`src/rtl/alu_seq_pkg.sv`:
```
// Shared types and constants for the ALU host sequencer: FSM state encoding,
// opcode values and the default WAIT-cycle timeout.
package alu_seq_pkg;

  typedef enum logic [2:0] {
    ST_IDLE   = 3'd0,
    ST_START  = 3'd1,
    ST_LOAD_X = 3'd2,
    ST_LOAD_Y = 3'd3,
    ST_WAIT   = 3'd4,
    ST_RESP   = 3'd5
  } state_t;

  localparam logic [1:0] OP_ADD = 2'b00;
  localparam logic [1:0] OP_SUB = 2'b01;
  localparam logic [1:0] OP_MUL = 2'b10;
  localparam logic [1:0] OP_DIV = 2'b11;

  localparam int DEFAULT_TIMEOUT_CYCLES = 64;

endpackage

```
`src/rtl/alu_host_sequencer_if.sv`:
```
// Request/response handshake and ALU drive/return bus of the host sequencer.
// master = sequencer side, slave = fabric + ALU side.
interface alu_host_sequencer_if;
  logic        req_valid;
  logic        req_ready;
  logic [1:0]  req_op;
  logic [7:0]  req_x;
  logic [7:0]  req_y;
  logic        rsp_valid;
  logic        rsp_ready;
  logic [15:0] rsp_data;
  logic        rsp_ovf;
  logic        rsp_err;
  logic        alu_start;
  logic [1:0]  alu_s;
  logic [7:0]  alu_inbus;
  logic [7:0]  alu_outbus;
  logic        alu_overflow;
  logic        alu_finish;

  modport master (
    input  req_valid, req_op, req_x, req_y, rsp_ready,
    input  alu_outbus, alu_overflow, alu_finish,
    output req_ready, rsp_valid, rsp_data, rsp_ovf, rsp_err,
    output alu_start, alu_s, alu_inbus
  );

  modport slave (
    output req_valid, req_op, req_x, req_y, rsp_ready,
    output alu_outbus, alu_overflow, alu_finish,
    input  req_ready, rsp_valid, rsp_data, rsp_ovf, rsp_err,
    input  alu_start, alu_s, alu_inbus
  );
endinterface

```
`src/rtl/alu_seq_watchdog.sv`:
```
// Saturating cycle counter with clear and enable; expired flags the MAX-th
// enabled cycle so the caller can act in that same cycle.
module alu_seq_watchdog #(
  parameter int MAX = 64
) (
  input  logic clk,
  input  logic rst,
  input  logic clr,
  input  logic en,
  output logic expired
);

  localparam int W = $clog2(MAX + 1);

  logic [W-1:0] cnt_q, cnt_d;

  always_comb begin
    cnt_d = cnt_q;
    if (clr) begin
      cnt_d = '0;
    end else if (en && (cnt_q != W'(MAX))) begin
      cnt_d = cnt_q + 1'b1;
    end
  end

  always_ff @(posedge clk or posedge rst) begin
    if (rst) begin
      cnt_q <= '0;
    end else begin
      cnt_q <= cnt_d;
    end
  end

  assign expired = en && (cnt_q == W'(MAX - 1));

endmodule

```
`src/rtl/alu_host_sequencer.sv`:
```
// Drives the sequential ALU (start/s/inbus) for one request at a time and returns
// the two result bytes with sticky overflow. Optional abort via ALU_SEQ_TIMEOUT_EN.
module alu_host_sequencer
  import alu_seq_pkg::*;
#(
  parameter int TIMEOUT_CYCLES = DEFAULT_TIMEOUT_CYCLES
) (
  input  logic                  clk,
  input  logic                  rst_b,
  alu_host_sequencer_if.master  bus
);

  if (TIMEOUT_CYCLES < 1) begin : g_bad_timeout
    $error("TIMEOUT_CYCLES must be at least 1");
  end

  state_t      state_q, state_d;
  logic [1:0]  op_q, op_d;
  logic [7:0]  x_q, x_d;
  logic [7:0]  y_q, y_d;
  logic [7:0]  prev_q, prev_d;
  logic        ovf_q, ovf_d;
  logic [15:0] data_q, data_d;
  logic        rovf_q, rovf_d;
  logic        timeout;

`ifdef ALU_SEQ_TIMEOUT_EN
  logic err_q, err_d;

  alu_seq_watchdog #(
    .MAX (TIMEOUT_CYCLES)
  ) u_watchdog (
    .clk     (clk),
    .rst     (rst_b),
    .clr     (state_q == ST_START),
    .en      (state_q == ST_WAIT),
    .expired (timeout)
  );

  always_ff @(posedge clk or posedge rst_b) begin
    if (rst_b) begin
      err_q <= 1'b0;
    end else begin
      err_q <= err_d;
    end
  end

  assign bus.rsp_err = err_q;
`else
  assign timeout     = 1'b0;
  assign bus.rsp_err = 1'b0;
`endif

  always_comb begin
    state_d       = state_q;
    op_d          = op_q;
    x_d           = x_q;
    y_d           = y_q;
    prev_d        = prev_q;
    ovf_d         = ovf_q;
    data_d        = data_q;
    rovf_d        = rovf_q;
`ifdef ALU_SEQ_TIMEOUT_EN
    err_d         = err_q;
`endif
    bus.req_ready = 1'b0;
    bus.rsp_valid = 1'b0;
    bus.alu_start = 1'b0;
    bus.alu_s     = 2'b00;
    bus.alu_inbus = 8'h00;

    case (state_q)
      ST_IDLE: begin
        bus.req_ready = 1'b1;
        if (bus.req_valid) begin
          op_d    = bus.req_op;
          x_d     = bus.req_x;
          y_d     = bus.req_y;
          prev_d  = 8'h00;
          ovf_d   = 1'b0;
          state_d = ST_START;
        end
      end
      ST_START: begin
        bus.alu_start = 1'b1;
        bus.alu_s     = op_q;
        state_d       = ST_LOAD_X;
      end
      ST_LOAD_X: begin
        bus.alu_s     = op_q;
        bus.alu_inbus = x_q;
        state_d       = ST_LOAD_Y;
      end
      ST_LOAD_Y: begin
        bus.alu_s     = op_q;
        bus.alu_inbus = y_q;
        state_d       = ST_WAIT;
      end
      ST_WAIT: begin
        bus.alu_s = op_q;
        prev_d    = bus.alu_outbus;
        ovf_d     = ovf_q | bus.alu_overflow;
        // Finish takes priority over a timeout landing in the same cycle.
        if (bus.alu_finish) begin
          data_d  = {prev_q, bus.alu_outbus};
          rovf_d  = ovf_q | bus.alu_overflow;
`ifdef ALU_SEQ_TIMEOUT_EN
          err_d   = 1'b0;
`endif
          state_d = ST_RESP;
        end else if (timeout) begin
          data_d  = 16'h0000;
          rovf_d  = 1'b0;
`ifdef ALU_SEQ_TIMEOUT_EN
          err_d   = 1'b1;
`endif
          state_d = ST_RESP;
        end
      end
      ST_RESP: begin
        bus.rsp_valid = 1'b1;
        if (bus.rsp_ready) begin
          state_d = ST_IDLE;
        end
      end
      default: state_d = ST_IDLE;
    endcase
  end

  always_ff @(posedge clk or posedge rst_b) begin
    if (rst_b) begin
      state_q <= ST_IDLE;
      op_q    <= 2'b00;
      x_q     <= 8'h00;
      y_q     <= 8'h00;
      prev_q  <= 8'h00;
      ovf_q   <= 1'b0;
      data_q  <= 16'h0000;
      rovf_q  <= 1'b0;
    end else begin
      state_q <= state_d;
      op_q    <= op_d;
      x_q     <= x_d;
      y_q     <= y_d;
      prev_q  <= prev_d;
      ovf_q   <= ovf_d;
      data_q  <= data_d;
      rovf_q  <= rovf_d;
    end
  end

  assign bus.rsp_data = data_q;
  assign bus.rsp_ovf  = rovf_q;

endmodule

```
`src/flat_wrapper.sv`:
```
// flat-port wrapper written by rule: the top's interface ports become plain ports
module alu_host_sequencer_flat import alu_seq_pkg::*;
#(
  parameter int TIMEOUT_CYCLES = DEFAULT_TIMEOUT_CYCLES
)
  (clk, rst_b, bus_req_valid, bus_req_op, bus_req_x, bus_req_y, bus_rsp_ready, bus_alu_outbus, bus_alu_overflow, bus_alu_finish, bus_req_ready, bus_rsp_valid, bus_rsp_data, bus_rsp_ovf, bus_rsp_err, bus_alu_start, bus_alu_s, bus_alu_inbus);
  alu_host_sequencer_if bus_i ();
  input  logic clk;
  input  logic rst_b;
  input wire logic [$bits(bus_i.req_valid)-1:0] bus_req_valid;
  input wire logic [$bits(bus_i.req_op)-1:0] bus_req_op;
  input wire logic [$bits(bus_i.req_x)-1:0] bus_req_x;
  input wire logic [$bits(bus_i.req_y)-1:0] bus_req_y;
  input wire logic [$bits(bus_i.rsp_ready)-1:0] bus_rsp_ready;
  input wire logic [$bits(bus_i.alu_outbus)-1:0] bus_alu_outbus;
  input wire logic [$bits(bus_i.alu_overflow)-1:0] bus_alu_overflow;
  input wire logic [$bits(bus_i.alu_finish)-1:0] bus_alu_finish;
  output wire logic [$bits(bus_i.req_ready)-1:0] bus_req_ready;
  output wire logic [$bits(bus_i.rsp_valid)-1:0] bus_rsp_valid;
  output wire logic [$bits(bus_i.rsp_data)-1:0] bus_rsp_data;
  output wire logic [$bits(bus_i.rsp_ovf)-1:0] bus_rsp_ovf;
  output wire logic [$bits(bus_i.rsp_err)-1:0] bus_rsp_err;
  output wire logic [$bits(bus_i.alu_start)-1:0] bus_alu_start;
  output wire logic [$bits(bus_i.alu_s)-1:0] bus_alu_s;
  output wire logic [$bits(bus_i.alu_inbus)-1:0] bus_alu_inbus;
  assign bus_i.req_valid = bus_req_valid;
  assign bus_i.req_op = bus_req_op;
  assign bus_i.req_x = bus_req_x;
  assign bus_i.req_y = bus_req_y;
  assign bus_i.rsp_ready = bus_rsp_ready;
  assign bus_i.alu_outbus = bus_alu_outbus;
  assign bus_i.alu_overflow = bus_alu_overflow;
  assign bus_i.alu_finish = bus_alu_finish;
  assign bus_req_ready = bus_i.req_ready;
  assign bus_rsp_valid = bus_i.rsp_valid;
  assign bus_rsp_data = bus_i.rsp_data;
  assign bus_rsp_ovf = bus_i.rsp_ovf;
  assign bus_rsp_err = bus_i.rsp_err;
  assign bus_alu_start = bus_i.alu_start;
  assign bus_alu_s = bus_i.alu_s;
  assign bus_alu_inbus = bus_i.alu_inbus;
  alu_host_sequencer #(.TIMEOUT_CYCLES(TIMEOUT_CYCLES)) u_core (.clk(clk), .rst_b(rst_b), .bus(bus_i));
endmodule
```
`config.mk`:
```
export PLATFORM = sky130hd
export DESIGN_NAME = alu_host_sequencer_flat
export DESIGN_NICKNAME = d
export VERILOG_FILES = /design/src/rtl/alu_seq_pkg.sv /design/src/rtl/alu_host_sequencer_if.sv /design/src/rtl/alu_seq_watchdog.sv /design/src/rtl/alu_host_sequencer.sv /design/src/flat_wrapper.sv
export SDC_FILE = /design/constraint.sdc
export NUM_CORES = 1
export LEC_CHECK = 0
export ABC_AREA = 1
export CORE_ASPECT_RATIO = 1.4
export CORE_UTILIZATION = 46
export CTS_CLUSTER_DIAMETER = 30
export CTS_CLUSTER_SIZE = 8
export DETAILED_ROUTE_END_ITERATION = 12
export GPL_ROUTABILITY_DRIVEN = 0
export GPL_TIMING_DRIVEN = 0
export PLACE_DENSITY = 0.88
export SYNTH_ARGS = -nofsm -noshare
export SYNTH_HDL_FRONTEND = slang
export SYNTH_SLANG_ARGS = --single-unit
```
`constraint.sdc`:
```
create_clock -name clk -period 1.6 [get_ports clk]
set_input_delay 0.32 -clock clk [delete_from_list [all_inputs] [get_ports clk]]
set_output_delay 0.32 -clock clk [all_outputs]
set_load 0.005 [all_outputs]
```
Yosys cells after proc, flatten, opt, wreduce, memory -nomap -nowiden
Index checks and enable logic that the tools add are counted.
- multipliers: 0
- magnitude comparators: 0
- equal/unequal tests: 8
- shifts and indexed selects: 0
- div/mod/pow operators: 0
- $add $sub $neg: 0
- bitwise operators: 1
- reductions and logical operators: 7
- muxes and demuxes: 13
- operator list (cell ; count):
    case mux 8 bit (2 select lines) ; 2
    case mux 3 bit (6 select lines) ; 1
    2-to-1 mux 3 bit ; 3
    2-to-1 mux 8 bit ; 1
    equality test 3 x 2 -> 1 bit, second input constant ; 2
    equality test 3 bit, second input constant ; 2
    != test 2 bit, second input constant ; 3
    AND reduction 2 bit ; 3
    2-to-1 mux 1 bit ; 4
    OR reduction 4 bit ; 1
    equality test 3 x 1 -> 1 bit, second input constant ; 1
    zero test 3 bit ; 1
    AND reduction 3 bit ; 1
    2-to-1 mux 2 bit ; 1
    case mux 1 bit (2 select lines) ; 1
    nonzero test 2 bit ; 1
    OR 1 bit ; 1
- latch bits: 0
- RAM bits: 0
- register bits after elaboration: 47
- input bits: 32
- word-level logic and storage cells: 37
- memories: 0
- ROM bits: 0

Longest topological paths before layout
Gate-level depths: netlist (run 1).
- word-level depth: 3
- mapped depth: 6
- mapped depth without buffers: 6

Worst setup path after synthesis (run 1)
No wires, ideal clock.
- path kind: register -> output
- from: reg u_core.state_q[0]
- to: out bus_alu_s[0]
- slack: 0.183 ns
- data required time: 1.280 ns
- arrival time: 1.097 ns
- stages on the path, launching flop included: 7
- buffers on the path: 1
- cells stage by stage: dfrtp_1 > nor2_4 > nand2_1 > buf_4 > nand3_1 > nand2_1 > inv_1
- longest elaborated chain between the ends: 3
- RTL lines (item ; line ; source):
    start: declaration ; alu_host_sequencer.sv:17 ; state_t state_q, state_d;
    start signal: assignment ; alu_host_sequencer.sv:141 ; state_q <= state_d;
    equality test 3 x 1 -> 1 bit (tied with other cells) ; alu_host_sequencer.sv:72 ; case (state_q)
    OR reduction 4 bit (no source line) * ; - ;
    2-to-1 mux 2 bit * ; alu_host_sequencer.sv:72 ;
    end: declaration ; flat_wrapper.sv:24 ; output wire logic [$bits(bus_i.alu_s)-1:0] bus_alu_s;
Every way passes the cells marked *; elsewhere a longest branch is shown, timed or not.

Worst setup path after layout (run 1)
- from: reg u_core.state_q[1]
- to: out bus_alu_inbus[7]
- longest elaborated chain between the ends: 2
- RTL lines (item ; line ; source):
    equality test 3 x 2 -> 1 bit ; alu_host_sequencer.sv:72 ;
    case mux 8 bit (2 select lines) * ; alu_host_sequencer.sv:72 ;
    end: declaration ; flat_wrapper.sv:25 ; output wire logic [$bits(bus_i.alu_inbus)-1:0] bus_alu_inbus;
Marked as above.

==> results of run 1 <==
[routing by layer]
| metal | GRT usage | vias up | wire length [um] | part of all wire |
|---|---|---|---|---|
| met4 | 0.0929 | 0 | 85 | 0.017 |
| met3 | 0.0644 | 10 | 228 | 0.046 |
| met5 | 0 | - | 0 | 0 |
| met1 | 0.250 | 869 | 1840 | 0.37 |
| met2 | 0.466 | 64 | 2840 | 0.57 |
| li1 | - | 877 | - | - |
[cells in the mapped netlist (2+ instances only)]
cell type	n	area, um^2
inv_1	46	173
buf_6	3	33.8
buf_4	2	15.0
o21ai_2	4	35.0
nand3_1	6	30.0
buf_2	2	10.0
o22ai_1	16	100
nor2_1	4	15.0
nand2_1	47	176
dfrtp_1	47	1180
o21ai_0	33	165
[registers in the layout, summed over array words and instances, names as in the netlist]
name and cells:
u_core.op_q 2, u_core.bus.rsp_ovf 1, u_core.ovf_q 1, u_core.state_q 3
u_core.bus.rsp_data 16, u_core.prev_q 8, u_core.y_q 8, u_core.x_q 8
[area by class of cell]
class	instances	area [um^2]	share of cell area
Sequential cell	47	1180	0.381
Timing Repair Buffer	85	782	0.252
Clock buffer	6	82.6	0.0267
Inverter	47	184	0.0594
Buffer	7	56.3	0.0182
Multi-Input combinational cell	119	741	0.239
Clock inverter	2	16.3	0.00525
Tap cell	45	56.3	0.0182
[worst max-delay path by stage]
stage | slack [ps] | cells after the start | endpoint | startpoint
2_1_floorplan | 160 | 1 | u_core.bus.rsp_data[0]$_DFFE_PP0P_ | rst_b
3_3_place_gp | -680 | 2 | u_core.prev_q[4]$_DFFE_PP0P_ | rst_b
3_5_place_dp | -440 | 7 | bus_alu_s[1] | u_core.state_q[0]$_DFFE_PP0P_
4_1_cts | -120 | 8 | bus_alu_s[0] | u_core.state_q[1]$_DFFE_PP0P_
5_1_grt | -150 | 7 | bus_alu_s[1] | u_core.state_q[0]$_DFFE_PP0P_
6_report | -80 | 5 | bus_alu_inbus[7] | u_core.state_q[1]$_DFFE_PP0P_
[cell families after synthesis]
| group | after synthesis | synth area share |
|---|---|---|
| and+or+nand+nor | 62 | 0.144 |
| other | 1 | 0.00186 |
| AOI/OAI and AO/OA | 54 | 0.152 |
| buffers and inverters | 55 | 0.119 |
| DFF | 47 | 0.582 |
[timing repair]
item	CTS	global route
hold buffers	0	0
pin swaps	10	10
gates resized for setup	83	9
setup endpoints to repair	13	19
setup buffers	22	3
gates cloned	2	0
[critical path: stages, from the launching register on]
cell     delay, ps
dfrtp_2        420
buf_8          140
buf_6          110
nand3_4        120
o22ai_2        130
buf_2          140
[cell usage in the layout, fill, tap and decap left out]
cell type / n
conb_1: 1
clkinvlp_4: 1
dfrtp_2: 3
clkbuf_8: 6
nand2_4: 2
nand3_2: 2
buf_12: 1
nand3_4: 6
o22ai_2: 8
inv_4: 1
nor2_8: 1
nand2_1: 45
nand2_2: 1
o21bai_1: 1
buf_8: 1
nand3_1: 2
buf_6: 11
buf_4: 15
clkinv_4: 2
inv_2: 3
buf_2: 13
o22ai_1: 8
nor2_4: 1
clkdlybuf4s15_2: 1
o21ai_0: 33
clkdlybuf4s50_1: 48
inv_1: 42
nor2_1: 4
o21ai_2: 4
dfrtp_1: 44
clkbuf_2: 2
[report_power, final]
part           switching, mW  total (mW)  internal [mW]
registers              0.258        1.99           1.73
logic                   1.37        2.81           1.44
clock network          0.381       0.733          0.352
total                   2.01        5.54           3.53
[through the flow]
stage / util / std cells / hold WS (ps) / worst slack, ps
detailed placement: 0.644 / 326 / 462 / -436
CTS: 0.737 / 358 / 355 / -116
global route: 0.737 / 358 / 384 / -148
floorplan: - / 219 / 437 / 164
finish: 0.737 / 358 / 348 / -79.4
global placement: 0.639 / 325 / 458 / -681
==> impl_metrics.env, run 1 <==
export IMPL_synth_fp_nets=251
export IMPL_power_total_mw=5.54
export IMPL_synth_edff_count=0
export IMPL_nets=344
export IMPL_crit_arrival_ps=1360
export IMPL_die_w_um=58.0
export IMPL_clock_path_buffers=2
export IMPL_wl_per_cell_um=13.9
export IMPL_numPortBuffers=61
export IMPL_syn_area_mm2=0.00202
export IMPL_setup_tns_ps=-627
export IMPL_root_buffer="clkbuf_8"
export IMPL_rr_endpoint="u_core.y_q[2]$_DFFE_PP0P_"
export IMPL_synth_cells=219
export IMPL_final_area_mm2=0.00310
export IMPL_fin_ws_ps=-79.4
export IMPL_drtPass1Iterations=9
export IMPL_finClkSkew_ps=9.03
export IMPL_vias_per_cell=5.08
export IMPL_drc=5
export IMPL_synth_flop_cell="dfrtp_1"
export IMPL_grt_pass1_wl_um=8560
export IMPL_violations="design-rule violations, negative setup slack"
export IMPL_setup_viol_count_final=11
export IMPL_dieArea_mm2=0.00466
export IMPL_leakagePower_nw=1.52
export IMPL_maxCapViolations=0
export IMPL_grt_util_all_layers=0.246
export IMPL_num_vias=1820
export IMPL_antenna_cells=0
export IMPL_fmax_ghz=0.595
export IMPL_die_h_um=80.4
export IMPL_grt_max_degree=28
export IMPL_antenna_found_initial=0
export IMPL_initial_utilization=0.480
export IMPL_synth_seq_cells=47
export IMPL_clkLatencyLatePin_ps=300
export IMPL_fin_crit_sh=1.05
export IMPL_yosysSeqAreaShare=0.582
export IMPL_reg2reg_from="u_core.state_q[0]$_DFFE_PP0P_"
export IMPL_min_period_ps=1680
export IMPL_rsz0062_at_grt="true"
export IMPL_cp_start_kind="register"
export IMPL_clkTransAtPathRegs_ps=90
export IMPL_critPathMaxFanout=5
export IMPL_drtAntennaViolNets=0
export IMPL_drt_iter0_markers=79
export IMPL_slew_violations=0
export IMPL_yosysWarningCount=0
export IMPL_p_per_area_mw_per_mm2=1790
export IMPL_ys_types=20
export IMPL_crit_required_ps=1280
export IMPL_cts_buffers=5
export IMPL_tritoncts="yes"
export IMPL_status="complete, but fails checks"
export IMPL_drive_above_1_share=0.272
export IMPL_rrSetupSlack_ps=120
export IMPL_dpl_instance_area_mm2=0.00271
export IMPL_area_delta_synth_final_pct=53.4
export IMPL_crit_path_end_kind="output port"
export IMPL_r2r_cells=8
export IMPL_hold_path_class="in -> async"
export IMPL_hold_viol_final=0
export IMPL_criticalPathCategory="reg -> out"
export IMPL_grt_pass1_vias=1943
export IMPL_fill_cells=319
export IMPL_hpwl_um=3220
export IMPL_cts_htree_levels=2
export IMPL_core_mm2=0.00420
export IMPL_rows=28
export IMPL_ios=63
export IMPL_peakVddDrop_mv=0.897
export IMPL_cts_sinks=47
export IMPL_synthArstFlopShare=1.00
export IMPL_grt_ovfl_total=0
export IMPL_finalWirelength_um=4990
export IMPL_avgSynthCellArea_um2=9.22
Power figures use the tool's default switching activity.
==> run 2: changes to the inputs <==
- ABC_AREA: 1 -> default
- CORE_ASPECT_RATIO: 1.4 -> 0.7
==> impl_metrics.env, run 2 <==
export IMPL_rsz0062_at_grt="true"
export IMPL_crit_path_end_kind="output port"
export IMPL_synth_flop_cell="dfrtp_1"
export IMPL_criticalPathCategory="reg -> out"
export IMPL_finalWirelength_um=5800
export IMPL_die_h_um=58.3
export IMPL_numPortBuffers=61
export IMPL_min_period_ps=1750
export IMPL_place_worst_setup_slack_ps=-378
export IMPL_critPathMaxFanout=5
export IMPL_wl_per_cell_um=19.6
export IMPL_leakagePower_nw=1.53
export IMPL_hold_path_class="in -> async"
export IMPL_die_w_um=82.4
export IMPL_antenna_cells=0
export IMPL_dieArea_mm2=0.00480
export IMPL_drtAntennaViolNets=0
export IMPL_final_area_mm2=0.00321
export IMPL_tritoncts="yes"
export IMPL_nets=273
export IMPL_power_frac_comb=0.538
export IMPL_core_mm2=0.00433
export IMPL_drt_iter0_markers=110
export IMPL_drtPass1Iterations=4
export IMPL_setup_viol_count_final=32
export IMPL_grt_ovfl_total=0
export IMPL_hold_ws_ps=325
export IMPL_synth_fp_nets=177
export IMPL_rows=20
export IMPL_peakVddDrop_mv=0.946
export IMPL_yosysMostFrequentCell="dfrtp_1"
export IMPL_switching_share=0.313
export IMPL_hpwl_um=3130
export IMPL_drive_above_1_share=0.436
export IMPL_placed_cells_incl_taps=262
export IMPL_synth_cells=145
export IMPL_reg2reg_from="u_core.state_q[1]$_DFFE_PP0P_"
export IMPL_crit_arrival_ps=1430
export IMPL_worst_pin_slew_ps=648
export IMPL_clkTransAtPathRegs_ps=90
export IMPL_p_per_area_mw_per_mm2=1950
export IMPL_register_area_mm2=0.00118
export IMPL_area_delta_synth_final_pct=54.1
export IMPL_grt_util_all_layers=0.226
export IMPL_status="complete, but fails checks"
export IMPL_crit_required_ps=1280
export IMPL_vias_per_cell=5.28
export IMPL_ys_types=27
export IMPL_grt_pass1_wl_um=7840
export IMPL_fill_cells=264
export IMPL_initial_utilization=0.481
export IMPL_yosysSeqAreaShare=0.565
export IMPL_multi_input_area_um2=863
export IMPL_ios=63
export IMPL_setup_tns_ps=-2210
export IMPL_num_vias=1562
export IMPL_power_total_mw=6.27
export IMPL_yosysWarningCount=0
export IMPL_violations="negative setup slack"
export IMPL_finClkSkew_ps=3.31
export IMPL_cts_hold_fix_buffers=0
export IMPL_cp_start_kind="register"
export IMPL_grt_pass1_vias=1541
export IMPL_syn_area_mm2=0.00208
export IMPL_maxCapViolations=0
export IMPL_cts_htree_levels=2
export IMPL_synthTopCellsByCount="dfrtp_1 (47), mux2_2 (17), mux2_4 (17)"
export IMPL_slew_violations=0
export IMPL_synth_seq_cells=47
export IMPL_seqPwrFrac=0.328
export IMPL_cp_endpoint="bus_alu_inbus[4]"
export IMPL_mostFrequentLayoutCell="clkdlybuf4s50_1"
export IMPL_fmax_ghz=0.570
export IMPL_fin_crit_sh=1.10
export IMPL_power_clock_fraction=0.135
export IMPL_antenna_found_initial=0
export IMPL_cts_sinks=47
export IMPL_most_common_layout_cells="clkdlybuf4s50_1 (48), dfrtp_1 (47), mux2_4 (24), buf_4 (21), buf_2 (14)"
export IMPL_synthArstFlopShare=1.00
export IMPL_synth_edff_count=0
export IMPL_switching_power_mw=1.97
export IMPL_stdcell_count=296
export IMPL_clkLatencyLatePin_ps=290
export IMPL_synthTopCellsByArea="dfrtp_1 (56%), mux2_4 (12%), mux2_2 (9.2%)"
export IMPL_hold_viol_final=0
export IMPL_synth_top_area_frac=0.565
export IMPL_p_int_mw=4.31
export IMPL_fin_ws_ps=-153
export IMPL_crit_start="u_core.state_q[0]$_DFFE_PP0P_"
export IMPL_utilization=0.741
export IMPL_drc=0
export IMPL_slew_headroom=0.565
export IMPL_grt_max_degree=32
export IMPL_dpl_instance_area_mm2=0.00278
export IMPL_synth_area_leader_cell="dfrtp_1"
export IMPL_cts_buffers=5
export IMPL_clock_path_buffers=2
export IMPL_rrSetupSlack_ps=-100
export IMPL_r2r_cells=7
export IMPL_root_buffer="clkbuf_8"
export IMPL_avgSynthCellArea_um2=14.4
export IMPL_largest_register_ffs=16
export IMPL_rr_endpoint="u_core.y_q[1]$_DFFE_PP0P_"
-- run 2: area by class of cell --
type,count,share of cell area
Buffer,10,0.0429
Clock buffer,6,0.0226
Clock inverter,1,0.00936
Inverter,2,0.00312
Multi-Input combinational cell,85,0.269
Sequential cell,47,0.366
Tap cell,55,0.0214
Timing Repair Buffer,90,0.265
-- run 2: worst max-delay path, stage by stage (launching register included) --
cell and delay (ps):
dfrtp_1 390, buf_6 140, buf_12 130, buf_6 110, mux2i_1 110, nor2_1 120, buf_2 140
-- run 2: layer usage --
| layer | track usage | part of all wire | vias to the layer above |
|---|---|---|---|
| li1 | - | - | 694 |
| met1 | 0.297 | 0.45 | 805 |
| met2 | 0.380 | 0.50 | 51 |
| met3 | 0.0394 | 0.032 | 12 |
| met4 | 0.0752 | 0.020 | 0 |
| met5 | 0 | 0 | - |
-- run 2: repair_timing --
item,CTS,global route
pin swaps,6,6
endpoints found under the setup margin,13,30
gates cloned,0,2
buffers inserted,13,13
resized for setup,72,14
endpoints found under the hold margin,0,0
-- run 2: worst min-delay path by stage --
stage                                        start                             end  slack [ps]  depth (start not counted)
CTS                                          rst_b       u_core.y_q[3]$_DFFE_PP0P_         330                          2
global route                                 rst_b       u_core.y_q[3]$_DFFE_PP0P_         350                          2
floorplan                        bus_alu_outbus[0]    u_core.prev_q[0]$_DFFE_PP0P_         460                          1
global placement    u_core.bus.rsp_ovf$_DFFE_PP0P_  u_core.bus.rsp_ovf$_DFFE_PP0P_         470                          2
detailed placement    u_core.prev_q[6]$_DFFE_PP0P_    u_core.prev_q[6]$_DFFE_PP0P_         480                          1
finish                                       rst_b       u_core.x_q[5]$_DFFE_PP0P_         330                          2
-- run 2: cells by family after synthesis --
logic type	Yosys count	synth area share
simple gates	27	0.0703
compound gates	13	0.0475
mux	42	0.253
flops	47	0.565
xor+xnor	2	0.00841
other cells	1	0.00180
buf+inv	13	0.0541
-- run 2: power by group through the flow --
stage / logic [mW] / registers (mW) / clock network [mW]
floorplan: 1.48 / 1.97 / 0
global placement: 2.47 / 1.99 / 0
detailed placement: 2.53 / 2.03 / 0
CTS: 2.78 / 2.01 / 0.831
global route: 3.55 / 2.10 / 0.907
finish: 3.37 / 2.06 / 0.845
